`src/rtl/syn_m_pkg.sv`:
```
// Shared sync-link definitions: transmit FSM state encoding, frame limits and frame payload.
package syn_m_pkg;

  localparam int unsigned MAX_FRAME_BYTES = 4;
  localparam int unsigned LEN_W           = 3;
  localparam int unsigned FRAME_W         = 32;
  localparam int unsigned ST_W            = 4;

  localparam logic [ST_W-1:0] S_IDLE = 4'd0;
  localparam logic [ST_W-1:0] S_LOAD = 4'd1;
  localparam logic [ST_W-1:0] S_FIRE = 4'd2;
  localparam logic [ST_W-1:0] S_WAIT = 4'd3;
  localparam logic [ST_W-1:0] S_NEXT = 4'd4;
  localparam logic [ST_W-1:0] S_DONE = 4'd5;

  typedef struct packed {
    logic [FRAME_W-1:0] data;
    logic [LEN_W-1:0]   len;
  } frame_t;

  // Byte counts above the frame capacity are treated as a full frame.
  function automatic logic [LEN_W-1:0] clamp_len(input logic [LEN_W-1:0] len);
    return (len > LEN_W'(MAX_FRAME_BYTES)) ? LEN_W'(MAX_FRAME_BYTES) : len;
  endfunction

endpackage

```
`src/rtl/syn_m_rr_arb.sv`:
```
// Combinational round-robin pick: first set request searching upward from ptr, wrapping.
module syn_m_rr_arb #(
  parameter int unsigned NREQ  = 2,
  parameter int unsigned IDX_W = (NREQ > 1) ? $clog2(NREQ) : 1
) (
  input  logic [NREQ-1:0]  req,
  input  logic [IDX_W-1:0] ptr,
  output logic [NREQ-1:0]  gnt_c,
  output logic [IDX_W-1:0] idx_c,
  output logic             any_c
);

  localparam int unsigned PW = IDX_W + 1;

  logic [PW-1:0] pos;

  always_comb begin
    gnt_c = '0;
    idx_c = '0;
    any_c = 1'b0;
    pos   = '0;
    for (int unsigned i = 0; i < NREQ; i++) begin
      pos = {1'b0, ptr} + PW'(i);
      if (pos >= PW'(NREQ)) pos = pos - PW'(NREQ);
      if (!any_c && req[pos[IDX_W-1:0]]) begin
        any_c                 = 1'b1;
        idx_c                 = pos[IDX_W-1:0];
        gnt_c[pos[IDX_W-1:0]] = 1'b1;
      end
    end
  end

endmodule

```
`src/rtl/syn_m_tx_arb.sv`:
```
// Round-robin arbiter sharing the byte-serial sync-link TX PHY between NREQ frame sources.
// Optional per-byte done_tx timeout enabled by SYN_M_TX_ARB_TIMEOUT_EN.
module syn_m_tx_arb
  import syn_m_pkg::*;
#(
  parameter int unsigned NREQ    = 2,
  parameter logic [19:0] TIMEOUT = 20'd100000
) (
  input  logic                    clk_sys,
  input  logic                    rst_n,
  input  logic [NREQ-1:0]         req,
  input  logic [FRAME_W*NREQ-1:0] req_data,
  input  logic [LEN_W*NREQ-1:0]   req_len,
  output logic [NREQ-1:0]         gnt,
  output logic [NREQ-1:0]         ack,
  output logic                    fire_tx,
  output logic [7:0]              data_tx,
  input  logic                    done_tx,
  output logic                    busy,
  output logic                    err
);

  localparam int unsigned IDX_W = (NREQ > 1) ? $clog2(NREQ) : 1;
  localparam int unsigned CNT_W = 2;

  logic [ST_W-1:0]    state, state_nx;
  logic [FRAME_W-1:0] shift, shift_nx;
  logic [CNT_W-1:0]   cnt, cnt_nx;
  logic [LEN_W-1:0]   len;
  logic [LEN_W-1:0]   win_len_c;
  logic [IDX_W-1:0]   win, rr;
  logic [NREQ-1:0]    arb_gnt;
  logic [IDX_W-1:0]   arb_idx;
  logic               arb_any;
  logic               to_hit;
  frame_t             win_frame;

  syn_m_rr_arb #(.NREQ(NREQ), .IDX_W(IDX_W)) u_rr_arb (
    .req   (req),
    .ptr   (rr),
    .gnt_c (arb_gnt),
    .idx_c (arb_idx),
    .any_c (arb_any)
  );

  // Frame of the registered winner; only consumed in LOAD.
  always_comb begin
    win_frame = '0;
    for (int unsigned i = 0; i < NREQ; i++) begin
      if (win == IDX_W'(i)) begin
        win_frame.data = req_data[FRAME_W*i +: FRAME_W];
        win_frame.len  = req_len[LEN_W*i +: LEN_W];
      end
    end
  end

  assign win_len_c = clamp_len(win_frame.len);

`ifdef SYN_M_TX_ARB_TIMEOUT_EN
  logic [19:0] tcnt;

  // Cycles spent in WAIT for the current byte.
  always_ff @(posedge clk_sys or negedge rst_n) begin
    if (!rst_n) begin
      tcnt <= '0;
    end else if (state == S_FIRE) begin
      tcnt <= '0;
    end else if (state == S_WAIT) begin
      tcnt <= tcnt + 20'd1;
    end
  end

  assign to_hit = (state == S_WAIT) && !done_tx && (tcnt == TIMEOUT - 20'd1);
`else
  logic unused_timeout;
  assign unused_timeout = ^TIMEOUT;
  assign to_hit         = 1'b0;
`endif

  always_ff @(posedge clk_sys or negedge rst_n) begin
    if (!rst_n) state <= S_IDLE;
    else        state <= state_nx;
  end

  always_comb begin
    state_nx = state;
    shift_nx = shift;
    cnt_nx   = cnt;
    case (state)
      S_IDLE: if (arb_any) state_nx = S_LOAD;
      S_LOAD: begin
        shift_nx = win_frame.data;
        cnt_nx   = '0;
        state_nx = (win_len_c == '0) ? S_DONE : S_FIRE;
      end
      S_FIRE: state_nx = S_WAIT;
      S_WAIT: begin
        if (done_tx) begin
          state_nx = (cnt == CNT_W'(len - LEN_W'(1))) ? S_DONE : S_NEXT;
        end else if (to_hit) begin
          state_nx = S_DONE;
        end
      end
      S_NEXT: begin
        shift_nx = {shift[FRAME_W-9:0], 8'h00};
        cnt_nx   = cnt + CNT_W'(1);
        state_nx = S_FIRE;
      end
      S_DONE:  state_nx = S_IDLE;
      default: state_nx = S_IDLE;
    endcase
  end

  // Datapath and outputs, registered against the next state so they line up with it.
  always_ff @(posedge clk_sys or negedge rst_n) begin
    if (!rst_n) begin
      shift   <= '0;
      cnt     <= '0;
      len     <= '0;
      win     <= '0;
      rr      <= '0;
      gnt     <= '0;
      ack     <= '0;
      fire_tx <= 1'b0;
      data_tx <= 8'h00;
      busy    <= 1'b0;
      err     <= 1'b0;
    end else begin
      shift   <= shift_nx;
      cnt     <= cnt_nx;
      fire_tx <= (state_nx == S_FIRE);
      busy    <= (state_nx != S_IDLE);
      err     <= to_hit;
      ack     <= (state_nx == S_DONE) ? gnt : '0;
      if (state_nx == S_FIRE) data_tx <= shift_nx[FRAME_W-1 -: 8];
      if (state == S_LOAD) len <= win_len_c;
      if (state == S_IDLE && arb_any) begin
        win <= arb_idx;
        gnt <= arb_gnt;
      end else if (state_nx == S_IDLE) begin
        gnt <= '0;
      end
      if (state == S_DONE) begin
        rr <= (win == IDX_W'(NREQ - 1)) ? '0 : win + IDX_W'(1);
      end
    end
  end

endmodule

```
`config.mk`:
```
export PLATFORM = sky130hd
export DESIGN_NAME = syn_m_tx_arb
export DESIGN_NICKNAME = d
export VERILOG_FILES = /design/src/rtl/syn_m_pkg.sv /design/src/rtl/syn_m_rr_arb.sv /design/src/rtl/syn_m_tx_arb.sv
export SDC_FILE = /design/constraint.sdc
export NUM_CORES = 1
export LEC_CHECK = 0
export ABC_AREA = 1
export CAP_MARGIN = 20
export CORE_ASPECT_RATIO = 0.7
export CORE_UTILIZATION = 47
export DETAILED_ROUTE_END_ITERATION = 8
export GPL_ROUTABILITY_DRIVEN = 0
export PLACE_DENSITY = 0.85
export SYNTH_ARGS = -nofsm -noshare
export SYNTH_HDL_FRONTEND = slang
export SYNTH_SLANG_ARGS = --single-unit
```
`constraint.sdc`:
```
create_clock -name clk_sys -period 1.57 [get_ports clk_sys]
set_input_delay 0.2355 -clock clk_sys [delete_from_list [all_inputs] [get_ports clk_sys]]
set_output_delay 0.2355 -clock clk_sys [all_outputs]
set_load 0.1 [all_outputs]
```
# == After elaboration in Yosys (flattened, before gate mapping) ==
# Cells that the tools add are included.
# classes
add_sub_neg,6
n_lt_le_gt_ge,7
n_eq_ne,8
muxes,29
bitwise_logic,1
n_reduce_logical,11
# ops
operator,n
one-hot mux 32 bit (2 select lines),1
2-to-1 mux 35 bit,1
one-hot mux 4 bit (5 select lines),1
2-to-1 mux 1 bit,14
equality test 4 x 2 -> 1 bit (second input constant),3
equality test 4 x 3 -> 1 bit (second input constant),3
2-to-1 mux 2 bit,5
zero test 4 bit,2
2-to-1 mux 4 bit,2
2-to-1 mux 3 bit,2
equality test 4 x 1 -> 1 bit (second input constant),1
logical AND 1 bit,4
less-than comparator 1 x 2 -> 1 bit (second input constant),2
one-hot mux 2 bit (2 select lines),1
nonzero test 2 bit,2
nonzero test 4 bit,1
greater-than comparator 3 bit (second input constant),1
zero test 3 bit,1
adder 1 x 1 -> 2 bit (second input constant),1
adder 2 x 1 -> 2 bit (second input constant),1
demux 1 bit (select 1 bit),2
equality test 2 bit,1
greater-or-equal comparator 1 bit (second input constant),2
greater-or-equal comparator 1 x 2 -> 1 bit (second input constant),1
6 further kinds,7
# totals
regBits,56
out_inout_bits,15
elab_cells,74

# == Depth between registers and ports, before layout ==
# Gate-level depths: netlist of the first run.
# logic_depth
ltp_word,13
depth_mapped,10
ltp_nobuf,9

# == Cells and area by module ==
# From an unflattened synthesis of the first run, not the netlist that was laid out.
# hier_totals
hier_cells,337
hier_area_um2,2920.3
# modules_own_cells
module,n_inst,cells_per_inst,area_each_um2
syn_m_tx_arb,1,330,2890.3
syn_m_rr_arb,1,7,30.0

# == Worst setup path after synthesis of the first run ==
# Ideal clock, no wire load.
# synth_path
path_kind,flip-flop to flip-flop
start,register win
end,register data_tx[0]
setup_time_ns,0.122
t_arrival_ns,1.221
path_slack_ns,0.227
stages_incl_launch_ff,11
cell_sequence,dfrtp_1 -> buf_6 -> inv_4 -> nand2_1 -> nand2_1 -> nand3_4 -> nand2_1 -> nand2_4 -> buf_6 -> nand4_1 -> nand2_1
# synth_via
elab_chain_cells,7
elab_cells_between_ends,8
# synth_lines
item,line,source
from (decl),syn_m_tx_arb.sv:31,"logic [IDX_W-1:0] win, rr;"
from (signal assigned),syn_m_tx_arb.sv:138,win <= arb_idx;
2-to-1 mux 35 bit *,syn_m_tx_arb.sv:50,if (win == IDX_W'(i)) begin
greater-than comparator 3 bit,syn_m_pkg.sv:23,return (len > LEN_W'(MAX_FRAME_BYTES)) ? LEN_W'(MAX_FRAME_BYTES) : len;
2-to-1 mux 3 bit *,syn_m_pkg.sv:23,
zero test 3 bit *,syn_m_tx_arb.sv:94,state_nx = (win_len_c == '0) ? S_DONE : S_FIRE;
2-to-1 mux 3 bit *,syn_m_tx_arb.sv:94,
one-hot mux 4 bit (5 select lines) *,syn_m_tx_arb.sv:89,case (state)
via state_nx[1],syn_m_tx_arb.sv:26,"logic [ST_W-1:0] state, state_nx;"
equality test 4 x 2 -> 1 bit *,syn_m_tx_arb.sv:135,if (state_nx == S_FIRE) data_tx <= shift_nx[FRAME_W-1 -: 8];
to (signal assigned),syn_m_tx_arb.sv:135,
to (decl),syn_m_tx_arb.sv:17,"output logic [7:0] data_tx,"
# The timed path passes the listed nets; every way through them passes the cells marked *.
# A chain may end at the register's enable or synchronous reset.

# == Worst setup path in the final report of the first run ==
# layout_path
start,register state[2]
end,register data_tx[1]
# layout_via
elab_chain_cells,3
elab_cells_between_ends,10
# layout_lines
item,line,source
from (decl),syn_m_tx_arb.sv:26,
from (signal assigned),syn_m_tx_arb.sv:82,else state <= state_nx;
"equality test 4 x 3 -> 1 bit, or another cell as far along",syn_m_tx_arb.sv:89,
one-hot mux 4 bit (5 select lines),syn_m_tx_arb.sv:89,
equality test 4 x 2 -> 1 bit,syn_m_tx_arb.sv:135,
# Parallel ways exist; a longest one is shown, timed or not.

==> impl_metrics.py, run 1 <==
metrics = {
    "clock_tree": {
        "clock_sinks": 56,
        "cts_root_buf": "clkbuf_8",
        "clkLatencyLatePin_ps": 310,
        "htreeDepth": 2,
        "cts_tree": "built",
        "cts.clk_slew.worst_paths_ps": 100,
        "cts_made_buffers": 5,
        "clockBufferDepth": 2,
    },
    "drt": {
        "wl_per_cell_um": 14.34,
        "final_antenna_net_count": 0,
        "avgViaCountPerCell": 5.246,
        "num_vias": 2770,
        "drt_iter0_markers": 237,
        "dr.pass1.iters": 6,
        "drc": 12,
        "wl_mm": 7.574,
    },
    "pwr": {
        "powerDensity_mw_per_mm2": 1810,
        "leakage_nw": 2.032,
        "ir_drop_v": 0.0006475,
    },
    "critical_path": {
        "end_kind": "flop",
        "critical_path_required_ps": 1830,
        "critPathKind": "reg2reg",
        "cpPeakStageDelay_ps": 430,
        "cpMaxStageDelayCell": "dfrtp_1",
        "cp_max_fo": 10,
        "path_cells": "nor2_4 -> buf_4 -> nand2_2 -> nand3b_4 -> nand3_4 -> nand2_1 -> nand2_1",
        "crit_top_cell": "nand2_1",
        "start_kind": "flop",
        "arrival_ps": 1750,
    },
    "grt": {
        "grt_overflow": 0,
        "antenna_found_initial": 0,
        "grt_max_degree": 57,
        "grt.total_usage_pct": 23.23,
        "grt_first_pass_wirelength_mm": 12.46,
        "grt_pass1_vias": 2686,
    },
    "yosys": {
        "synth_compound_area_share_pct": 9.934,
        "syn_avg_cell_area_um2": 8.468,
        "synth.cell_area_mm2": 0.003023,
        "synth_top_family_by_area": "simple AND/OR/NAND/NOR gates",
        "synth-xor-area-share_pct": 0,
        "synth_simple_gate_area_share_pct": 35.55,
        "synthMuxAreaShare_pct": 0,
        "yosysWarningCount": 0,
        "ys_types": 32,
        "yosys.area_share.adder_pct": 0,
        "seq_area_frac_synth_pct": 46.36,
        "synth_cells": 357,
        "yosys_register_bits": 56,
        "synth_largest_area_cell": "dfrtp_1",
        "synth_top_area_share_pct": 46.36,
        "yosys-top-cells-area": "dfrtp_1, nand2_1, nor2_1",
    },
    "floorplanning": {
        "die_area_mm2": 0.006762,
        "die_h_um": 69.10,
        "core_mm2": 0.006216,
        "rows": 24,
        "ios": 90,
        "die_w_um": 97.86,
        "start_util_pct": 48.63,
    },
    "final_layout": {
        "syn_to_final_growth_pct": 42.55,
        "nNetsFinal": 524,
        "antennaDiodeCount": 0,
        "drive_above_1_share_pct": 17.33,
        "fillers": 472,
        "fin_util_pct": 69.32,
    },
    "timing": {
        "period_needed_ps": 1493,
        "rsz0062_at_grt": "true",
        "fmax_mhz": 669.9,
        "layout_setup_ws_ps": 77.15,
        "fin_skew_ps": 9.104,
        "drv_slew": 0,
        "hold_viol_final": 0,
        "setup_violations": 0,
        "fin_crit_sh_pct": 95.09,
    },
    "place": {
        "hpwlAfterDp_mm": 5.580,
        "post-place-ws_ps": -44.20,
        "port_buffers": 88,
    },
    "min_path": {
        "hold_class": "in2async",
    },
    "job": {
        "max-cap-violations": 0,
    },
    "run_status": {
        "violations": "DRC",
        "outcome": "finished, violations left",
    },
}
[per-stage QoR]
step | instance area, µm² | hold WS, ps | setup TNS [ps] | total power [mW] | cells
floorplan | 3027 | -60.09 | 0 | 5.282 | 358
global placement | 4155 | 253.9 | 0 | 6.667 | 517
detailed placement | 4155 | 255.1 | -198.3 | 6.810 | 517
CTS | 4273 | 450.7 | 0 | 7.768 | 526
global route | 4309 | 477.6 | -96.52 | 8.294 | 528
finish | 4309 | 437.5 | 0 | 7.798 | 528
[synthesized netlist by cell type]
cell and instances:
nand2_1 95, nor2_1 51, clkbuf_1 6, buf_6 6
o22ai_2 1, o21ai_0 5, nor2_8 1, dfrtp_1 56
nor2_4 5, nand3_4 2, nand4_1 9, inv_4 2
o211ai_1 2, nor2_2 1, o31ai_1 6, buf_4 2
conb_1 1, buf_2 7, nand3_2 11, a21oi_1 2
o311ai_0 7, nand3b_4 1, inv_2 4, a31oi_1 1
o311ai_1 9, a31o_1 1, o22ai_1 2, nand3_1 33
nand2_2 2, nand2_4 4, o31ai_2 2, inv_1 20
[power by group]
part	switching (mW)	total, mW	leakage, nW	internal [mW]
registers	0.453	2.53	0.704	2.07
logic	2.63	4.33	1.27	1.70
clock network	0.469	0.944	0.0552	0.474
total	3.55	7.80	2.03	4.24
[registers in the layout, summed over array words and instances, names as in the netlist]
| name | count |
|---|---|
| state | 4 |
| data_tx | 8 |
| cnt | 2 |
| ack | 2 |
| rr | 1 |
| gnt | 2 |
| fire_tx | 1 |
| win | 1 |
| shift | 32 |
| len | 2 |
| busy | 1 |
[cells in the final DEF (no fill, tap or decap), types with 3 or more instances in the layout]
cell type | netlist | layout
o311ai_0 | 7 | 4
clkbuf_8 | 0 | 5
buf_12 | 0 | 18
buf_4 | 2 | 11
nor2_1 | 51 | 51
o21ai_0 | 5 | 5
o311ai_1 | 9 | 12
inv_2 | 4 | 3
dfrtp_1 | 56 | 54
o31ai_1 | 6 | 6
nor2_4 | 5 | 6
nand2_2 | 2 | 4
nand3_2 | 11 | 11
nand4_1 | 9 | 9
nand3_1 | 33 | 33
nand2_4 | 4 | 4
inv_1 | 20 | 20
nand2_1 | 95 | 93
clkdlybuf4s50_1 | 0 | 73
[routing by layer]
layer / track usage, % / vias up / part of all wire, %
li1: - / 1363 / -
met1: 32.47 / 1284 / 45
met2: 36.15 / 117 / 46
met3: 5.578 / 6 / 7.6
met4: 6.397 / 0 / 0.83
met5: 0 / - / 0
[worst max-delay path, delay by kind of cell (launching register included)]
family,cells,cell delay [ps]
simple gates,6,830
flops,1,430
buf+inv,1,160
[cell families (layout without fill, tap and decap cells)]
family,after synthesis,after routing
compound gates,38,38
buf+inv,47,139
flops,56,56
other cells,1,2
simple gates,215,215
[final timing paths]
kind                       slack [ps]  cells after the start          to      from
hold reg to reg                   500                      2   shift[16]  shift[8]
min in group clk_sys              500                      2   shift[16]  shift[8]
hold / removal                    440                      3      len[0]     rst_n
setup reg to reg                   80                      7  data_tx[1]  state[2]
setup / recovery                   80                      7  data_tx[1]  state[2]
max in group asynchronous         880                      3         win     rst_n
[repair_timing]
item	CTS	global route
resized for setup	1	10
pin swaps	0	1
endpoints found under the hold margin	56	0
setup buffers	0	2
endpoints found under the setup margin	1	29
hold buffers	1	0
[final cells by class]
| cell class | instances | area, µm² | area share (%) |
|---|---|---|---|
| Clock buffer | 6 | 72.57 | 1.684 |
| Clock inverter | 2 | 35.03 | 0.8130 |
| Inverter | 26 | 107.6 | 2.497 |
| Multi-Input combinational cell | 255 | 1393 | 32.32 |
| Sequential cell | 56 | 1404 | 32.58 |
| Tap cell | 78 | 97.59 | 2.265 |
| Timing Repair Buffer | 105 | 1200 | 27.85 |
Note: power is estimated with default switching activity, not from simulation.
==> run 2: changes to the inputs <==
--- a/config.mk
+++ b/config.mk
@@ -9,8 +9,10 @@
 export CAP_MARGIN = 20
 export CORE_ASPECT_RATIO = 0.7
 export CORE_UTILIZATION = 47
+export CTS_CLUSTER_SIZE = 8
 export DETAILED_ROUTE_END_ITERATION = 8
 export GPL_ROUTABILITY_DRIVEN = 0
+export HOLD_SLACK_MARGIN = 0.03
 export PLACE_DENSITY = 0.85
 export SYNTH_ARGS = -nofsm -noshare
 export SYNTH_HDL_FRONTEND = slang
==> results of run 2 <==
The final DEF is identical to that of run 1; final timing and power are the same.
==> run 3: changes to the inputs <==
--- a/config.mk
+++ b/config.mk
@@ -13,7 +13,8 @@
 export DETAILED_ROUTE_END_ITERATION = 8
 export GPL_ROUTABILITY_DRIVEN = 0
 export HOLD_SLACK_MARGIN = 0.03
-export PLACE_DENSITY = 0.85
+export PLACE_DENSITY_LB_ADDON = 0.1
+export SETUP_SLACK_MARGIN = 0.02
 export SYNTH_ARGS = -nofsm -noshare
 export SYNTH_HDL_FRONTEND = slang
 export SYNTH_SLANG_ARGS = --single-unit
==> run 3 against run 2 <==
The run still ends with DRC left. Sequential power about the same. Flip-flop and latch count is the same. Utilization up 0.62 points. Global-route usage rose by 0.21 points. Non-clock buffer count is 4 higher. Critical path type unchanged. Largest power group unchanged.
==> impl_metrics.py, run 3 (same netlist as run 1, synthesis figures left out) <==
metrics = {
    "grt": {
        "grt.total_usage_pct": 23.44,
        "grt_overflow": 0,
        "grt_max_degree": 49,
        "grt_pass1_vias": 2799,
        "grt_first_pass_wirelength_mm": 12.74,
        "antenna_found_initial": 0,
    },
    "floorplanning": {
        "die_w_um": 97.86,
        "die_area_mm2": 0.006762,
        "rows": 24,
        "ios": 90,
        "core_mm2": 0.006216,
        "start_util_pct": 48.63,
        "die_h_um": 69.10,
    },
    "timing": {
        "drv_slew": 0,
        "fin_skew_ps": 10.57,
        "setup_violations": 0,
        "hold_viol_final": 0,
        "fin_crit_sh_pct": 93.70,
        "worst_hold_slack_ps": 460.1,
        "period_needed_ps": 1471,
        "rsz0062_at_grt": "true",
        "fmax_mhz": 679.8,
        "relSlewSlack_pct": 57.34,
        "worst_pin_slew_ps": 640.0,
    },
    "pwr": {
        "p_seq_share_pct": 33.0,
        "combPwrFrac_pct": 56.2,
        "leakage_nw": 2.051,
        "swShare_pct": 46.60,
        "powerDensity_mw_per_mm2": 1764,
        "clock_power_share_pct": 10.8,
        "ir_drop_v": 0.001039,
        "intPower_mw": 4.096,
        "p_switching_mw": 3.575,
    },
    "critical_path": {
        "critPathKind": "reg2reg",
        "arrival_ps": 1680,
        "end_kind": "flop",
        "start_kind": "flop",
        "cpMaxStageDelayCell": "dfrtp_2",
        "cpPeakStageDelay_ps": 470,
        "cp_max_fo": 6,
        "worst_r2r_path_depth": 9,
        "crit_top_cell": "nand2_1",
        "critical_path_required_ps": 1780,
        "path_cells": "clkinv_4 -> nand2_1 -> nand2_1 -> nand3_4 -> nor2_4 -> nor2_8 -> nand3_4 -> nand2_1 -> nand2_1",
    },
    "clock_tree": {
        "htreeDepth": 2,
        "cts.clk_slew.worst_paths_ps": 110,
        "cts_made_buffers": 5,
        "clock_sinks": 56,
        "clkLatencyLatePin_ps": 320,
        "cts_tree": "built",
        "cts_root_buf": "clkbuf_8",
        "clockBufferDepth": 2,
    },
    "drt": {
        "num_vias": 2790,
        "avgViaCountPerCell": 5.235,
        "drt_iter0_markers": 124,
        "final_antenna_net_count": 0,
        "drc": 6,
        "wl_per_cell_um": 14.13,
        "wl_mm": 7.529,
        "dr.pass1.iters": 7,
    },
    "place": {
        "hpwlAfterDp_mm": 5.666,
        "port_buffers": 88,
        "placed_cell_area_mm2": 0.004198,
    },
    "min_path": {
        "hold_class": "in2async",
    },
    "final_layout": {
        "most-common-layout-cells": "nand2_1, clkdlybuf4s50_1, dfrtp_1, nor2_1, nand3_1",
        "fin_util_pct": 69.95,
        "top_register": "shift",
        "fillers": 512,
        "antennaDiodeCount": 0,
        "nNetsFinal": 529,
        "finalInstanceArea_mm2": 0.004348,
        "reg_top3": "shift (32), data_tx (8), state (4)",
        "drive_above_1_share_pct": 18.46,
        "final_common_cell": "nand2_1",
        "syn_to_final_growth_pct": 43.83,
        "largest_reg_flops": 32,
    },
    "run_status": {
        "outcome": "finished, violations left",
        "violations": "DRC",
    },
    "job": {
        "max-cap-violations": 0,
    },
}
run 3: final timing paths:
check                              to     start  slack (ps)
max in group asynchronous    state[3]     rst_n         520
max reg2reg                data_tx[3]       win         100
max                        data_tx[3]       win         100
min reg2reg                 shift[12]  shift[4]         500
min                          shift[1]     rst_n         460
min in group clk_sys        shift[12]  shift[4]         500
run 3: layout make-up:
type	count	area (µm²)	share of cell area [%]
well taps	78	97.59	2.245
inverters	26	110.1	2.532
repair buffers	109	1242	28.58
clock buffers	5	68.82	1.583
flip-flops and latches	56	1404	32.29
multi-input cells	256	1403	32.26
clock inverters	3	22.52	0.5180
run 3: power groups by stage:
stage	combinational, mW	sequential, mW	clock [mW]
after floorplan	2.00	3.28	0
after global placement	4.15	2.53	0
after detailed placement	4.23	2.54	0
after CTS	4.24	2.52	0.844
after global routing	4.68	2.60	0.891
final	4.31	2.53	0.826
run 3: per-stage QoR:
stage | setup TNS (ps) | power [mW] | instances | setup WS, ps
final | 0 | 7.670 | 533 | 98.93
after global routing | -14.91 | 8.170 | 533 | -8.917
after CTS | 0 | 7.602 | 530 | 20.69
after detailed placement | -484.1 | 6.768 | 521 | -92.50
after global placement | 0 | 6.688 | 521 | 0.1571
after floorplan | 0 | 5.282 | 358 | 226.9
run 3: critical path: cells and delay by family, from the launching register on:
kind	cells	cell delay [ps]
buffers and inverters	1	100
flip-flops	1	470
AND/OR/NAND/NOR	8	780
run 3: repair_timing:
item                                   CTS  global route
pin swaps                                0             4
endpoints found under the hold margin   22             0
gates resized for setup                  1            10
hold buffers                             1             0
gates cloned                             0             1
setup endpoints to repair                5            19
setup buffers                            0             2
run 3: metal layers:
metal	vias up	track usage, %	wire (µm)
met3	6	4.158	421
met5	-	0	0
met2	80	39.75	3573
met1	1324	31.48	3482
li1	1380	-	-
met4	0	5.051	52
